===== config.mk =====
export PLATFORM = sky130hd
export DESIGN_NAME = spi_regfile_periph
export DESIGN_NICKNAME = d
export VERILOG_FILES = /design/src/rtl/spi_regfile_periph.sv
export SDC_FILE = /design/constraint.sdc
export NUM_CORES = 1
export LEC_CHECK = 0
export BUFFER_PORTS_ARGS = -buffer_cell sky130_fd_sc_hd__buf_4
export CORE_MARGIN = 5
export CORE_UTILIZATION = 45
export CTS_BUF_LIST = sky130_fd_sc_hd__clkbuf_4 sky130_fd_sc_hd__clkbuf_8
export CTS_CLUSTER_SIZE = 20
export DETAILED_ROUTE_END_ITERATION = 12
export PLACE_DENSITY = 0.66
export SLEW_MARGIN = 20
export SYNTH_ARGS = -nofsm -noshare
export SYNTH_HDL_FRONTEND = slang
export SYNTH_SLANG_ARGS = --single-unit

===== constraint.sdc =====
create_clock -name clk -period 6.2 [get_ports clk]
set_clock_uncertainty 0.2 [all_clocks]
set_input_delay 0.62 -clock clk [delete_from_list [all_inputs] [get_ports clk]]
set_output_delay 0.62 -clock clk [all_outputs]
set_load 0.005 [all_outputs]

===== src/rtl/spi_regfile_periph.sv =====
// rtl/spi_regfile_periph.sv - SPI mode-0 peripheral exposing a committed-on-nCS-rise register bank.
// Optional cipo readback of the addressed register is built when SPI_READBACK_EN is defined.
module spi_regfile_periph #(
  parameter int NUM_REGS = 5,
  parameter int ADDR_W   = 7,
  parameter int DATA_W   = 8
) (
  input  logic                       clk,
  input  logic                       rst_n,
  input  logic                       sclk,
  input  logic                       copi,
  input  logic                       ncs,
  output logic                       cipo,
  output logic                       cipo_oe,
  output logic [NUM_REGS*DATA_W-1:0] regs,
  output logic                       wr_strobe,
  output logic [ADDR_W-1:0]          wr_addr,
  output logic                       frame_err
);

  localparam int FRAME = 1 + ADDR_W + DATA_W;
  localparam int CNT_W = $clog2(FRAME + 2);
  localparam logic [CNT_W-1:0]  CNT_FRAME  = CNT_W'(FRAME);
  localparam logic [CNT_W-1:0]  CNT_OVF    = CNT_W'(FRAME + 1);
  localparam logic [ADDR_W:0]   NUM_REGS_L = (ADDR_W + 1)'(NUM_REGS);

  logic [2:0]        sclk_s;
  logic [2:0]        ncs_s;
  logic [1:0]        copi_s;
  logic              sclk_rise;
  logic              ncs_rise_q;
  logic              ncs_fall_q;
  logic              active;
  logic [CNT_W-1:0]  bit_cnt;
  logic [FRAME-1:0]  shift;
  logic [DATA_W-1:0] bank [NUM_REGS];

  logic              f_rw;
  logic [ADDR_W-1:0] f_addr;
  logic [DATA_W-1:0] f_data;
  logic              addr_ok;

  // Synchronisers reset low so a frame already underway at reset release never shows a falling edge.
  always_ff @(posedge clk or negedge rst_n) begin
    if (!rst_n) begin
      sclk_s     <= '0;
      ncs_s      <= '0;
      copi_s     <= '0;
      ncs_rise_q <= 1'b0;
      ncs_fall_q <= 1'b0;
    end else begin
      sclk_s     <= {sclk_s[1:0], sclk};
      ncs_s      <= {ncs_s[1:0], ncs};
      copi_s     <= {copi_s[0], copi};
      ncs_rise_q <= ncs_s[1] & ~ncs_s[2];
      ncs_fall_q <= ~ncs_s[1] & ncs_s[2];
    end
  end

  assign sclk_rise = sclk_s[1] & ~sclk_s[2];

  assign f_rw    = shift[FRAME-1];
  assign f_addr  = shift[DATA_W +: ADDR_W];
  assign f_data  = shift[DATA_W-1:0];
  assign addr_ok = {1'b0, f_addr} < NUM_REGS_L;

  always_ff @(posedge clk or negedge rst_n) begin
    if (!rst_n) begin
      active  <= 1'b0;
      bit_cnt <= '0;
      shift   <= '0;
    end else if (ncs_fall_q) begin
      active  <= 1'b1;
      bit_cnt <= '0;
      shift   <= '0;
    end else if (ncs_rise_q) begin
      active  <= 1'b0;
    end else if (active && !ncs_s[1] && sclk_rise) begin
      shift <= {shift[FRAME-2:0], copi_s[1]};
      if (bit_cnt != CNT_OVF) bit_cnt <= bit_cnt + 1'b1;
    end
  end

  // Evaluation of the finished frame; an empty frame is dropped without a pulse.
  always_ff @(posedge clk or negedge rst_n) begin
    if (!rst_n) begin
      for (int k = 0; k < NUM_REGS; k++) bank[k] <= '0;
      wr_addr   <= '0;
      wr_strobe <= 1'b0;
      frame_err <= 1'b0;
    end else begin
      wr_strobe <= 1'b0;
      frame_err <= 1'b0;
      if (ncs_rise_q && active && bit_cnt != '0) begin
        if (bit_cnt != CNT_FRAME || !addr_ok) begin
          frame_err <= 1'b1;
        end else if (f_rw) begin
          wr_strobe <= 1'b1;
          wr_addr   <= f_addr;
          for (int k = 0; k < NUM_REGS; k++)
            if (f_addr == ADDR_W'(k)) bank[k] <= f_data;
        end
      end
    end
  end

  always_comb begin
    regs = '0;
    for (int k = 0; k < NUM_REGS; k++) regs[k*DATA_W +: DATA_W] = bank[k];
  end

`ifdef SPI_READBACK_EN
  localparam logic [CNT_W-1:0] CNT_ADDR_DONE = CNT_W'(1 + ADDR_W);

  logic              sclk_fall;
  logic [DATA_W-1:0] snap;
  logic [DATA_W-1:0] out_sr;
  logic              cipo_q;

  assign sclk_fall = ~sclk_s[1] & sclk_s[2];

  // Mid-frame the address sits in the low bits of the shift register; out-of-range reads give 0.
  always_comb begin
    snap = '0;
    for (int k = 0; k < NUM_REGS; k++)
      if (shift[ADDR_W-1:0] == ADDR_W'(k)) snap = bank[k];
  end

  always_ff @(posedge clk or negedge rst_n) begin
    if (!rst_n) begin
      out_sr <= '0;
      cipo_q <= 1'b0;
    end else if (!active || ncs_s[1]) begin
      out_sr <= '0;
      cipo_q <= 1'b0;
    end else if (sclk_fall) begin
      if (bit_cnt == CNT_ADDR_DONE && !shift[ADDR_W]) begin
        cipo_q <= snap[DATA_W-1];
        out_sr <= snap << 1;
      end else begin
        cipo_q <= out_sr[DATA_W-1];
        out_sr <= out_sr << 1;
      end
    end
  end

  assign cipo    = cipo_q;
  assign cipo_oe = active;
`else
  assign cipo    = 1'b0;
  assign cipo_oe = 1'b0;
`endif

endmodule


Word-level counts from Yosys, hierarchy flattened

Cells that the tools add are included.

Muxes and demuxes: 14
Div/mod/pow operators: 0
Add/sub/neg operators: 1
$lt $le $gt $ge: 1
Equal/unequal tests: 7
Reductions and logical operators: 20
Shift operators: 0
Bitwise operators: 7
Multipliers: 0

Operators with widths:

| kind                | number |
|---|---|
| $mux 16             | 3 |
| $mux 5              | 4 |
| $reduce_and 4->1    | 5 |
| $eq 7x2->1 const B  | 2 |
| $ne 5x5->1 const B  | 2 |
| $eq 7x1->1 const B  | 1 |
| $eq 7x3->1 const B  | 1 |
| $logic_not 7->1     | 1 |
| $lt 7x3->1 const B  | 1 |
| $mux 1              | 7 |
| $reduce_and 3->1    | 2 |
| $reduce_bool 2->1   | 3 |
| $add 5x1->5 const B | 1 |
| $reduce_bool 5->1   | 1 |
| $logic_and 1x1->1   | 4 |
| $not 1->1           | 4 |
| $and 1x1->1         | 3 |
| $logic_not 1->1     | 2 |
| $ne 2x1->1 const B  | 1 |
| $reduce_and 2->1    | 1 |
| $logic_or 1x1->1    | 1 |

Memory bits (read-only): 0
Memory bits (writable): 0
Input bits: 5
Memories kept: 0
Logic and storage cells: 66
Bits in latches: 0
Register bits: 81

Depth between registers and ports, before layout

Depth in word-level cells: 6
Mapped depth: 7
Depth with buffers taken out: 6

Least setup slack after synthesis

OpenSTA, ideal clock, no wires.

Kind: register to register
Start: register bit_cnt[0]
End: register bank, in the netlist regs[17]
Arrival: 2.132 ns
Clock period less this slack: 2.457 ns
Cell stages (with the launch flop): 8
Path slack: 3.743 ns
Path buffers: 1
Data required time: 5.875 ns
Path through: dfrtp_1 -> inv_1 -> ha_1 -> or3b_2 -> nor4_4 -> and4bb_1 -> buf_6 -> mux2_2

Cells in the longest elaborated chain, start to end: 4
Elaborated cells on any way between the ends: 6

Ends and longest elaborated chain:

| element                             | line | text |
|---|---|---|
| from (decl)                         | 34   | `logic [CNT_W-1:0] bit_cnt;` |
| from (signal assigned)              | 80   | `if (bit_cnt != CNT_OVF) bit_cnt <= bit_cnt + 1'b1;` |
| $ne 5x5->1                          | 95   | `if (bit_cnt != CNT_FRAME \|\| !addr_ok) begin` |
| $logic_or 1x1->1                    | 95   |  |
| $not 1->1 (no source line)          | -    |  |
| $reduce_and 4->1 (no source line) * | -    |  |
| to (signal, indexed assignment)     | 101  | `if (f_addr == ADDR_W'(k)) bank[k] <= f_data;` |
| to (decl)                           | 36   | `logic [DATA_W-1:0] bank [NUM_REGS];` |

Mark *: on every way between the ends. The rest lies on a longest branch, timed or not.
A chain may end at the register's enable or synchronous reset.

Worst setup path after layout

Start: register bit_cnt[0]
End: register bank, in the netlist regs[15]

The elaborated chain is that of the path after synthesis.

==> results.txt <==
The average cell area after synthesis is 13.24 µm². The worst setup path is captured at a flop. The cell area that synthesis handed to floorplanning was ~3200 µm². The root buffer cell chosen for the clock tree is clkbuf_8. The count of nets left with antenna violations once routing finished came out at 0. After detailed routing, the total wire length is 6045 µm. The biggest area contributor in the post-synthesis netlist is dfrtp_1.

In this run switching power makes up roughly 20% of total power. The worst slack at placement came out at ~3400 ps. The number of buffers added on ports is between 50 and 60.

The latest clock arrival within the worst-skew pair came out at 340 ps. In the routed design, unresolved DRC markers number 0. The max-capacitance violation count is 0. The run finished with clean final reports. For this run, asynchronously set or reset flops after synthesis account for between 90% and 100%. The family of cells with the greatest summed delay on the critical path is simple AND/OR/NAND/NOR gates. Cell internal power was estimated by the tool at between 0.8 and 0.9 mW.

In the post-synthesis netlist, the biggest area contributors are dfrtp_1 64%, mux2_2 15%, nand2_1 4.3%. The areal power density over the cells came out at 261.1 nW/µm². After clock tree synthesis, the clock-pin slew on the worst setup and hold paths is 70 ps. In this run the critical register-to-register path is captured at regs[15]$_DFFE_PN0P_. The total overflow left after global routing is 0. The sum of buffers and inverters on the critical path is 1. The synthesized design contains 0 enable-type register cells. The share of the clock period used by the worst path after layout came out at between 40% and 50%. The proportion of power drawn by the clock network is about 44%. Dividing the detail-routed via count by the number of cells gives 5.000. The synthesis-to-layout area growth came out at 21.93%.

The number of antenna violations at the first check in global routing is 0. The switching power summed over all nets came out at 0.2065 mW. The placed cell area is approximately 3600 µm². The sequential cell fraction of total power came out at between 50% and 60%. The worst relative slew slack came out at 51.52%. The nature of the critical path startpoint is a flop. The simple-gate area share of the yosys netlist is 12.05%.

The summed area of non-filler cells in the final layout is 3875 µm². The congestion estimate from routability-driven global placement came to approximately 0.79. Summing the areas of all fa, ha and maj instances in the mapped netlist gives under 10% of the synthesized area. The hold buffer count at CTS came out at 0.

The post-layout net count came out at between 300 and 400. The clock sink count is 81. Summing over every cut layer, the via total after detailed routing is 1970.

The slew of the pin with the lowest slew margin came out at slightly above 700 ps. The worst reg-to-reg setup slack came out at between 3000 and 4000 ps. The total stage count of the critical path came out at 6.

The violation count after the first detailed-routing iteration came out at 91. For the worst setup path, the data required time is around 6200 ps. The library cell with the highest instance count after synthesis is dfrtp_1. The die span in y is ~94 µm.

The largest net degree at the start of global routing came out at between 80 and 90. The most used flip-flop cell after synthesis is dfrtp_1. The placeable core region is 6832 µm². The total power came out at around 1.0 mW. Dividing the detail-routed wire length by the instance count gives approximately 15 µm.

The maximum resistive drop on vdd is about 0.12 mV. The number of levels the H-tree was split into is 3. In the synthesized netlist, the cells that appear most often are 81 x dfrtp_1, 41 x mux2_2, 36 x nand2_1, 18 x a21oi_1, 6 x and2_1. Once detailed placement completed, the half-perimeter wirelength came to 3937 µm. The first global-routing pass estimated about 10000 µm of wire.

Once routing completed, OpenROAD measured the worst setup slack at between 3000 and 4000 ps. For this configuration, the core starts out at a cell density of between 40% and 50%. The largest stage delay on the critical path is between 500 and 600 ps. Row generation in the floorplan step produced 30 rows. The max-slew violation total from the final report is 0.

Global routing used approximately 15% of the available tracks. The total of warnings raised by yosys came out at 0. The final critical delay including setup and external delays came out at ~2800 ps.

TritonCTS built the clock tree. The final hold violation count came out at 0. The worst hold path belongs to the class input port to asynchronous set/reset pin. In the final layout, the share of cells above drive strength 1 is between 30% and 40%.

The longest clock path from root to sink contains 2 buffers. Setup violations remaining at the end of the flow were counted as 0. The startpoint identified for the worst register-to-register timing path is bit_cnt[0]$_DFFE_PN0P_. The number of distinct standard cells referenced by the synthesized netlist came out at 36.

In this run, the combinational gates consume between 2 and 3% of the power. In this run, post-CTS repair resized a total of 0 instances. The number of top-level pins is 56. The number of global-route vias before repair came out at ~2000. The setup TNS came out at 0 ps.

The width of the chip is about 94 µm. Setup repair after global routing left no endpoint under its margin. The die outline area came out at between 8000 and 9000 µm².

The post-route core utilization is a little under three fifths. The data arrival time of the critical path came out at 2800 ps. The achievable clock frequency came out at roughly 360 MHz. After Yosys synthesis, XOR and XNOR cells account for less than 1% of the synthesized area. The maximum fanout along the worst path is 8. The first detailed-routing pass ran for 5 iterations. The number of cells on the worst reg-to-reg path is 6. The area share of the leading cell type in the synthesized netlist came out at between 60 and 70%.

The portion of netlist area occupied by mux cells came out at between 15 and 20%. The clock buffer count from CTS came out at 9. Synthesis inferred between 80 and 90 register bits.

Traced cell by cell, the critical path runs through inv_1, ha_1, or3b_2, nor4_4, and4bb_1, mux2_2. By area, the combinational part of the netlist is dominated by multiplexers. The synthesized-area fraction occupied by ao, oa, aoi and oai cells came out at around 4.1%. For this run, the register share of the synthesized area comes to 63.78%. After technology mapping, the gate count stands at between 200 and 250. The static leakage power came out at 1.941 nW.

The post-CTS repair timing setup buffer count came out at 0. The slowest stage of the critical path belongs to the cell and4bb_1. The critical path class is flop to flop. The diode insertion count for antenna repair is 0.
[through the flow]
| step | instances | hold WS, ps |
|---|---|---|
| after CTS | 393 | 154.9 |
| after floorplan | 241 | 124.4 |
| after global placement | 378 | 132.2 |
| after global routing | 394 | 68.79 |
| after detailed placement | 378 | 135.8 |
| final | 394 | 48.26 |
[state kept, by name, indices dropped and copies added, names as in the netlist]
register / cells
regs: 40
shift: 16
wr_addr: 7
bit_cnt: 5
ncs_s: 3
sclk_s: 3
copi_s: 2
active: 1
frame_err: 1
ncs_fall_q: 1
ncs_rise_q: 1
wr_strobe: 1
[metal layers]
layer / vias to the layer above / track usage [%] / routed length, µm
li1: 919 / - / -
met1: 992 / 20.24 / 2744
met2: 51 / 22.65 / 2835
met3: 8 / 5.849 / 401
met4: 0 / 5.415 / 63
met5: - / 0 / 0
[worst max path at each step]
stage | start | endpoint
after floorplan | bit_cnt[0]$_DFFE_PN0P_ | regs[17]$_DFFE_PN0P_
after global placement | bit_cnt[0]$_DFFE_PN0P_ | regs[22]$_DFFE_PN0P_
after detailed placement | bit_cnt[0]$_DFFE_PN0P_ | regs[11]$_DFFE_PN0P_
after CTS | bit_cnt[0]$_DFFE_PN0P_ | regs[18]$_DFFE_PN0P_
after global routing | bit_cnt[0]$_DFFE_PN0P_ | regs[23]$_DFFE_PN0P_
final | bit_cnt[0]$_DFFE_PN0P_ | regs[15]$_DFFE_PN0P_
[layout make-up]
cell class	instances	area, µm²
clock buffer	9	123.9
clock inverter	6	107.6
fill	595	2957
inverter	5	18.77
multi-input combinational	143	1060
sequential	81	2027
tap	96	120.1
timing repair buffer	54	417.9
[power by group through the flow]
stage	clock network, mW	registers [mW]	logic, mW
after global placement	0	0.551	0.0242
after CTS	0.457	0.541	0.0249
after floorplan	0	0.548	0.0127
after global routing	0.483	0.542	0.0294
after detailed placement	0	0.551	0.0249
final	0.446	0.541	0.0253
[cell usage in the layout, fill, tap and decap left out]
| cell type | synthesis | routed |
|---|---|---|
| a21o_1 | 1 | 1 |
| a21oi_1 | 18 | 18 |
| a31oi_1 | 1 | 1 |
| and2_1 | 6 | 6 |
| and3b_2 | 1 | 1 |
| and4bb_1 | 2 | 2 |
| buf_12 | 0 | 1 |
| buf_4 | 4 | 53 |
| bufinv_16 | 0 | 3 |
| clkbuf_8 | 0 | 9 |
| clkinv_2 | 0 | 2 |
| clkinvlp_4 | 0 | 1 |
| conb_1 | 1 | 2 |
| dfrtp_1 | 81 | 81 |
| ha_1 | 3 | 3 |
| inv_1 | 5 | 5 |
| mux2_1 | 1 | 1 |
| mux2_2 | 41 | 41 |
| mux2i_1 | 1 | 1 |
| nand2_1 | 36 | 36 |
| nand3_1 | 3 | 3 |
| nand3_2 | 1 | 1 |
| nand3b_1 | 1 | 1 |
| nand4_1 | 2 | 2 |
| nand4_2 | 1 | 1 |
| nor2_1 | 5 | 5 |
| nor2b_1 | 2 | 2 |
| nor4_1 | 1 | 1 |
| nor4_4 | 1 | 1 |
| nor4b_2 | 1 | 1 |
| o211ai_1 | 1 | 1 |
| o21ai_0 | 4 | 4 |
| or2_2 | 1 | 1 |
| or3_1 | 1 | 1 |
| or3b_2 | 2 | 2 |
| or4b_4 | 1 | 1 |
| xnor2_1 | 1 | 1 |
| xor2_1 | 1 | 1 |
[cells by family (layout without fill, tap and decap cells)]
logic type	count (synthesis)	in the layout
buffers and inverters	17	74
other	1	2
flip-flops	81	81
adder cells (fa/ha/maj)	3	3
AND/OR/NAND/NOR	68	68
XOR/XNOR	2	2
AO/OA/AOI/OAI	25	25
multiplexers	43	43
Note: power is estimated with default switching activity, not from simulation.
